### config.mk
export PLATFORM = sky130hd
export DESIGN_NAME = param_offset_accumulator
export DESIGN_NICKNAME = d
export VERILOG_FILES = /design/src/rtl/param_offset_accumulator.sv
export SDC_FILE = /design/constraint.sdc
export NUM_CORES = 1
export LEC_CHECK = 0
export ABC_AREA = 0
export CORE_MARGIN = 2
export CORE_UTILIZATION = 59
export CTS_CLUSTER_SIZE = 14
export DETAILED_ROUTE_END_ITERATION = 8
export HOLD_SLACK_MARGIN = 0.1
export PLACE_DENSITY = 0.89
export SYNTH_ARGS = -nofsm -noshare
export SYNTH_HDL_FRONTEND = slang
export SYNTH_SLANG_ARGS = --single-unit
### constraint.sdc
create_clock -name clk -period 7.57 [get_ports clk]
set_clock_uncertainty 0.1 [all_clocks]
set_input_delay 1.1355 -clock clk [delete_from_list [all_inputs] [get_ports clk]]
set_output_delay 1.1355 -clock clk [all_outputs]
set_load 0.01 [all_outputs]
### src/rtl/param_offset_accumulator.sv
// Multi-channel accumulator: each accepted transaction adds in_data + OFFSET to the
// selected channel and presents the new value on a registered valid/ready output.
module param_offset_accumulator #(
  parameter int WIDTH    = 32,
  parameter int OFFSET   = 2,
  parameter int CHANNELS = 4,
  parameter int SATURATE = 0,
  localparam int CH_W    = (CHANNELS > 1) ? $clog2(CHANNELS) : 1
) (
  input  logic             clk,
  input  logic             rst,
  input  logic             in_valid,
  output logic             in_ready,
  input  logic [CH_W-1:0]  in_ch,
  input  logic [WIDTH-1:0] in_data,
  input  logic             clr,
  output logic             out_valid,
  input  logic             out_ready,
  output logic [CH_W-1:0]  out_ch,
  output logic [WIDTH-1:0] out_sum,
  output logic             out_ovf
);

  localparam logic [CH_W:0]    CH_LIMIT   = (CH_W + 1)'(CHANNELS);
  localparam logic [WIDTH+1:0] OFFSET_EXT = (WIDTH + 2)'(OFFSET);

  // Returns {overflow, result}; two guard bits hold the carry of both additions.
  function automatic logic [WIDTH:0] add_offset(input logic [WIDTH-1:0] base,
                                                input logic [WIDTH-1:0] data);
    logic [WIDTH+1:0] s;
    logic [WIDTH:0]   r;
    s = {2'b00, base} + {2'b00, data} + OFFSET_EXT;
    if (s[WIDTH+1:WIDTH] == 2'b00) begin
      r = {1'b0, s[WIDTH-1:0]};
    end else if (SATURATE != 0) begin
      r = {1'b1, {WIDTH{1'b1}}};
    end else begin
      r = {1'b1, s[WIDTH-1:0]};
    end
    return r;
  endfunction

  logic [WIDTH-1:0] acc_r [CHANNELS];
  logic [WIDTH-1:0] acc_rd_s;
  logic [WIDTH-1:0] base_s;
  logic [WIDTH-1:0] result_s;
  logic             ovf_s;
  logic             in_range_s;
  logic             accept_s;
  logic             write_s;

  assign in_ready = !out_valid || out_ready;
  assign accept_s = in_valid && in_ready;

  // Guarded accumulator read and next-value arithmetic; out-of-range channels read zero.
  always_comb begin
    acc_rd_s = '0;
    for (int i = 0; i < CHANNELS; i++) begin
      acc_rd_s = acc_rd_s | ({WIDTH{in_ch == CH_W'(i)}} & acc_r[i]);
    end
    in_range_s            = ({1'b0, in_ch} < CH_LIMIT);
    write_s               = accept_s && in_range_s;
    base_s                = clr ? '0 : acc_rd_s;
    {ovf_s, result_s}     = add_offset(base_s, in_data);
  end

  // Accumulator bank: clear zeroes every channel, an accepted write wins on its own channel.
  always_ff @(posedge clk or posedge rst) begin
    if (rst) begin
      for (int i = 0; i < CHANNELS; i++) begin
        acc_r[i] <= '0;
      end
    end else begin
      for (int i = 0; i < CHANNELS; i++) begin
        if (write_s && (in_ch == CH_W'(i))) begin
          acc_r[i] <= result_s;
        end else if (clr) begin
          acc_r[i] <= '0;
        end
      end
    end
  end

  // Output register: load on in-range accept, drop on retire, otherwise hold.
  always_ff @(posedge clk or posedge rst) begin
    if (rst) begin
      out_valid <= 1'b0;
      out_ch    <= '0;
      out_sum   <= '0;
      out_ovf   <= 1'b0;
    end else if (write_s) begin
      out_valid <= 1'b1;
      out_ch    <= in_ch;
      out_sum   <= result_s;
      out_ovf   <= ovf_s;
    end else if (out_ready) begin
      out_valid <= 1'b0;
    end
  end

endmodule

==> metrics.md, run 1 <==
| Metric | Value |
|---|---|
| Vias/cell | 6.341 |
| CTS Buf Count | 17 |
| Maximum VDD drop | 0.1740 mV |
| Final ANT Viol Nets | 0 |
| Vias in the first global route | 7956 |
| CP Max Fanout | 28 |
| Post-route DRC | 0 |
| Syn Area/Cell | 10.00 µm² |
| H-Tree Depth | 4 |
| Setup TNS | 0 ns |
| Maximum buffer depth of the clock tree | 2 |
| Setup Crit Path Kind | in2reg |
| Syn nets | 1084 |
| Crit end category | register |
| Ys async rst share | 100.0% |
| Antenna fix cells | 0 |
| Data required, critical path | 7.79 ns |
| Post-cts hold buffer count | 0 |
| Die ar. | 17680 µm² |
| Synthesized area | 9814 µm² |
| Final WL | 23.55 mm |
| Via count | 7875 |
| Largest net degree at the start of global routing | 94 |
| Crit path time final | 5.199 ns |
| Number of buffers added for setup after CTS | 0 |
| WL/cell | 18.96 µm |
| Clock transition at path regs | 0.07 ns |
| FF+latch count, synth | 164 |
| Starting Density | 59.82% |
| Yosys synthesis warning count | 0 |
| Fill cell count | 1159 |
| Tot GR Track Use | 27.97% |
| GP Congestion | 0.8896 |
| I/O Buffers | 75 |
| Core area | 16410 µm² |
| Layout cells sized above 1 | 9.883% |
| Hpwl dp | 15.12 mm |
| Clock latency on the worst-skew pair | 0.44 ns |
| Area growth syn-to-layout | 13.68% |
| Std-Cell Rows | 47 |
| Final Hold Fails | 0 |
| Startpoint types | input port |
| # nets final | 1112 |
| Distinct cells, synth | 64 |
| # setup viols final | 0 |
| Slew HR | 22.07% |
| Worst slew pin tran | 1.169 ns |
| CTS tree | yes |
| Global-route wire length before repair | 39.54 mm |
| Final period utilization | 68.68% |
| RSZ-0062 raised after global routing | false |
| Highest clock rate | 192.4 MHz |
| Max-cap violations | 0 |
| Main flop type after synthesis | dfrtp_1 |
| # resized after CTS | 0 |
| Most frequent cells in the layout | 164 x dfrtp_1, 140 x o21ai_0, 124 x nand3b_1, 106 x nand2_1, 72 x clkdlybuf4s50_1 |
| Total power | 2.319 mW |
| Power Dens Cells | 207.9 nW/µm² |
| Status | finished clean |
| Initial antenna violation count | 0 |
| Commonest non-fill, non-tap cell in the layout | dfrtp_1 |
| 1st-pass router iterations | 5 |
| Iter 0 DRT Violations | 862 |
| Grt total ovfl | 0 |
| Clock Sinks | 164 |
| Slew Limit Fails | 0 |
| Die height | 133.0 µm |
| Die W | 133.0 µm |
| Syn Inst Count | 981 |
| Min-delay worst type | reg2reg |
| Io pins | 76 |
| Sequential cell area fraction in the yosys report | 41.82% |
| CTS root buf | clkbuf_16 |
| Worst EP arrival | 5.42 ns |
| EDFF count, synth | 0 |
| LEAKAGE | 4.972 nW |
-- state kept, by name, indices dropped and copies added, names as in the netlist --
signal	cells
out_valid	1
out_sum	32
out_ovf	1
acc_r	128
out_ch	2
-- synth_stat cells, types with 9 or more instances --
cell type	number	area (µm²)
nand3_1	25	125.1
inv_1	10	37.54
nand2b_1	9	56.30
nand4_1	9	56.30
ha_1	63	788.3
xnor2_1	16	140.1
nor2b_1	36	225.2
dfrtp_1	164	4104
o21ai_0	140	700.7
mux4_2	32	720.7
nand2_1	107	401.6
a21oi_1	35	175.2
clkbuf_1	58	217.7
xor2_1	10	87.58
a21o_1	17	127.6
nor2_1	23	86.33
nand3b_1	124	930.9
-- area by class of cell --
type | count | area (µm²) | share of cell area, %
clock buffer | 19 | 432.9 | 3.880
clock inverter | 13 | 160.2 | 1.435
inverter | 10 | 42.54 | 0.3813
multi-input combinational | 732 | 5336 | 47.83
sequential | 164 | 4104 | 36.78
tap | 220 | 275.3 | 2.467
timing repair buffer | 84 | 805.8 | 7.222
-- metrics by stage --
| step | cell area (µm²) | hold slack, ns | util [%] | instances | setup WS, ns |
|---|---|---|---|---|---|
| CTS | 11160 | 0.3832 | 68.00 | 1242 | 2.392 |
| global placement | 10560 | 0.3603 | 64.39 | 1210 | 2.165 |
| floorplan | 9814 | 0.3705 | - | 981 | 1.901 |
| global route | 11160 | 0.3989 | 68.00 | 1242 | 2.124 |
| finish | 11160 | 0.3751 | 68.00 | 1242 | 2.371 |
| detailed placement | 10560 | 0.3614 | 64.39 | 1210 | 2.097 |
-- final timing paths --
kind                                          from                       to  slack [ns]  cells past startpoint
min in group asynchronous                      rst   out_sum[4]$_DFFE_PP0P_        1.13                      2
setup / recovery                          in_ch[0]      out_ovf$_DFFE_PP0P_        2.37                     14
setup reg to reg             acc_r[98]$_DFFE_PP0P_    acc_r[53]$_DFFE_PP0P_        3.69                     12
max in group asynchronous                      rst    acc_r[14]$_DFFE_PP0P_        4.80                      3
hold reg to reg            out_sum[13]$_DFFE_PP0P_  out_sum[13]$_DFFE_PP0P_        0.38                      2
hold / removal             out_sum[13]$_DFFE_PP0P_  out_sum[13]$_DFFE_PP0P_        0.38                      2
-- critical path, stage by stage --
cell      delay [ns]
buf_2           0.70
buf_4           0.40
mux4_2          0.53
nor2b_1         0.15
ha_1            0.29
ha_1            0.40
a21o_1          0.21
a21o_1          0.18
a21oi_1         0.23
nand2_1         0.10
o311a_4         0.35
a311oi_2        0.33
a311oi_1        0.11
a211oi_1        0.27
-- per-layer routing --
metal	wire length, µm	global-route usage [%]	part of all wire (%)
met4	634	11.53	2.7
met5	0	0	0
met1	9990	37.05	42
met2	11300	45.91	48
met3	1625	4.943	6.9
-- power breakdown --
| group | internal, mW | switching (mW) | total (mW) |
|---|---|---|---|
| logic | 0.199 | 0.244 | 0.443 |
| clock network | 0.518 | 0.362 | 0.880 |
| registers | 0.952 | 0.0438 | 0.996 |
-- cell families (layout without fill, tap and decap cells) --
logic type	Yosys count	count (layout)	share of synthesized area [%]
AND/OR/NAND/NOR	364	364	21.30
XOR/XNOR	27	27	2.486
multiplexers	34	34	7.547
adder cells (fa/ha/maj)	64	64	8.236
buffers and inverters	85	126	3.888
AO/OA/AOI/OAI	243	243	14.72
flip-flops	164	164	41.82
Note: power is estimated with default switching activity, not from simulation.
==> run 2, diff against run 1 <==
- CORE_UTILIZATION: 59 -> 54
- PLACE_DENSITY: 0.89 -> 0.87
- clock period: 7.57 -> 4.41 ns (I/O delays scaled with it)
==> run 2 against run 1 <==
  * Clock-buffer cell count unchanged
  * Utilization decreased by 4.3 points
  * Flip-flop and latch count unchanged
  * Hold slack improved by 0.0046 ns
  * Via count unchanged
  * Critical endpoint is now acc_r[92]$_DFFE_PP0P_
  * Critical path type unchanged
==> metrics.md, run 2 (synthesis gave the netlist of run 1 again) <==
| Metric | Value |
|---|---|
| Status | finished clean |
| Clock latency on the worst-skew pair | 0.44 ns |
| Slew Limit Fails | 0 |
| Largest net degree at the start of global routing | 165 |
| # resized after CTS | 0 |
| Antenna fix cells | 0 |
| Power Dens Cells | 346.8 nW/µm² |
| Data required, critical path | 4.59 ns |
| Worst reg2reg path endpoint | acc_r[117]$_DFFE_PP0P_ |
| I/O Buffers | 75 |
| Hpwl dp | 16.09 mm |
| WL/cell | 18.95 µm |
| Clock transition at path regs | 0.06 ns |
| Starting Density | 54.82% |
| Beginning of the worst hold path | out_sum[6]$_DFFE_PP0P_ |
| RSZ-0062 raised after global routing | false |
| Number of buffers added for setup after CTS | 0 |
| Commonest non-fill, non-tap cell in the layout | dfrtp_1 |
| Core area | 17900 µm² |
| Total power | 3.957 mW |
| Post-cts hold buffer count | 0 |
| Clock Sinks | 164 |
| Global-route wire length before repair | 40.86 mm |
| Highest clock rate | 241.9 MHz |
| Largest regs | acc_r x128, out_sum x32, out_ch x2 |
| Register-to-Register Path Depth | 13 |
| # nets final | 1133 |
| Std-Cell Rows | 49 |
| Startpoint types | input port |
| Tot GR Track Use | 26.19% |
| Slowest stage cell, crit path | mux4_2 |
| Crit path buffers/inverters | 2 |
| Layout cells sized above 1 | 11.79% |
| Most frequent cells in the layout | 164 x dfrtp_1, 140 x o21ai_0, 124 x nand3b_1, 106 x nand2_1, 72 x clkdlybuf4s50_1 |
| Final period utilization | 93.74% |
| Via count | 7875 |
| Cell repeated most along the worst path | ha_1 |
| Final hold slack | 0.3798 ns |
| Die height | 138.8 µm |
| Hold worst-path end | out_sum[6]$_DFFE_PP0P_ |
| Sequential power share | 43.2% |
| 1st-pass router iterations | 6 |
| Combinational power share | 20.3% |
| CTS tree | yes |
| Min-delay worst type | reg2reg |
| Worst path cell trace | buf_2 > buf_12 > mux4_2 > nor2b_1 > ha_1 > ha_1 > a21oi_1 > o21ai_2 > a211oi_4 > a21oi_2 > nor3b_1 > o21ai_1 > xnor2_1 > o21ai_0 |
| Slew HR | 17.31% |
| Worst EP arrival | 4.31 ns |
| LEAKAGE | 5.099 nW |
| Post-route DRC | 0 |
| Largest delay share family, worst path | compound AO/OA/AOI/OAI gates |
| Maximum VDD drop | 0.2896 mV |
| CP Max Fanout | 15 |
| Hold depth | 2 |
| Crit path time final | 4.134 ns |
| Maximum buffer depth of the clock tree | 2 |
| Initial antenna violation count | 0 |
| Vias/cell | 6.191 |
| Clock share of power | 36.5% |
| RR Startpoint | acc_r[0]$_DFFE_PP0P_ |
| Worst slew pin tran | 1.231 ns |
| CTS Buf Count | 17 |
| CTS root buf | clkbuf_16 |
| Reg2Reg Setup Slack | 0.51 ns |
| Pint | 2.804 mW |
| H-Tree Depth | 4 |
| # setup viols final | 0 |
| Crit end category | register |
| Die W | 138.8 µm |
| Vias in the first global route | 8005 |
| P_sw | 1.153 mW |
| Die ar. | 19270 µm² |
| Max-cap violations | 0 |
| Final ANT Viol Nets | 0 |
| Setup Crit Path Kind | in2reg |
| GP Congestion | 0.9210 |
| Max reg flops | 128 |
| Io pins | 76 |
| Sw Ratio | 29.14% |
| Grt total ovfl | 0 |
| Iter 0 DRT Violations | 724 |
| Slowest cell delay on critical path | 0.50 ns |
| Final Hold Fails | 0 |
| Top reg by flops | acc_r |
| Area growth syn-to-layout | 16.24% |
| Final WL | 24.11 mm |
-- run 2: cell type report --
| class | instances | area (µm²) |
|---|---|---|
| repair buffers | 105 | 1076 |
| flip-flops and latches | 164 | 4104 |
| clock buffers | 19 | 442.9 |
| clock inverters | 13 | 121.4 |
| fillers | 1410 | 6494 |
| inverters | 10 | 41.29 |
| multi-input cells | 732 | 5336 |
| well taps | 229 | 286.5 |
-- run 2: worst min-delay path: cells and delay by family, from the launching register on --
family / cells / cell delay, ns
flip-flops: 1 / 0.34
AO/OA/AOI/OAI: 1 / 0.06
AND/OR/NAND/NOR: 1 / 0.05
-- run 2: how the worst max path moves through the flow --
stage | end | startpoint | slack [ns] | depth (start not counted)
3_3_place_gp | acc_r[124]$_DFFE_PP0P_ | in_ch[0] | 0.04 | 14
4_1_cts | acc_r[92]$_DFFE_PP0P_ | in_ch[0] | 0.32 | 14
5_1_grt | acc_r[87]$_DFFE_PP0P_ | in_ch[0] | 0.04 | 14
2_1_floorplan | out_sum[31]$_DFFE_PP0P_ | in_ch[0] | 0.02 | 15
6_report | acc_r[92]$_DFFE_PP0P_ | in_ch[0] | 0.28 | 14
3_5_place_dp | acc_r[92]$_DFFE_PP0P_ | in_ch[0] | -0.12 | 14
-- run 2: layer usage --
metal  wire, µm  up-vias  track usage, %
met3       1389       56           5.525
met5          0        -               0
met1      10520     3887           36.00
met4        644        0           10.05
met2      11550      292           41.25
li1           -     3640               -
-- run 2: power by group through the flow --
stage               clock network (mW)  registers, mW  logic (mW)
finish                            1.45           1.71       0.801
global placement                     0           1.73       0.770
global route                      1.54           1.72       0.877
CTS                               1.47           1.71       0.801
floorplan                            0           1.74       0.459
detailed placement                   0           1.73       0.792
-- run 2: through the flow --
stage | util [%] | instance area, µm² | instances | worst slack [ns] | TNS (ns)
floorplan | - | 9818 | 981 | 0.02143 | 0
global placement | 60.57 | 10840 | 1240 | 0.03502 | 0
detailed placement | 60.57 | 10840 | 1240 | -0.1157 | -0.4605
CTS | 63.73 | 11410 | 1272 | 0.3154 | 0
global route | 63.73 | 11410 | 1272 | 0.03661 | 0
finish | 63.73 | 11410 | 1272 | 0.2761 | 0
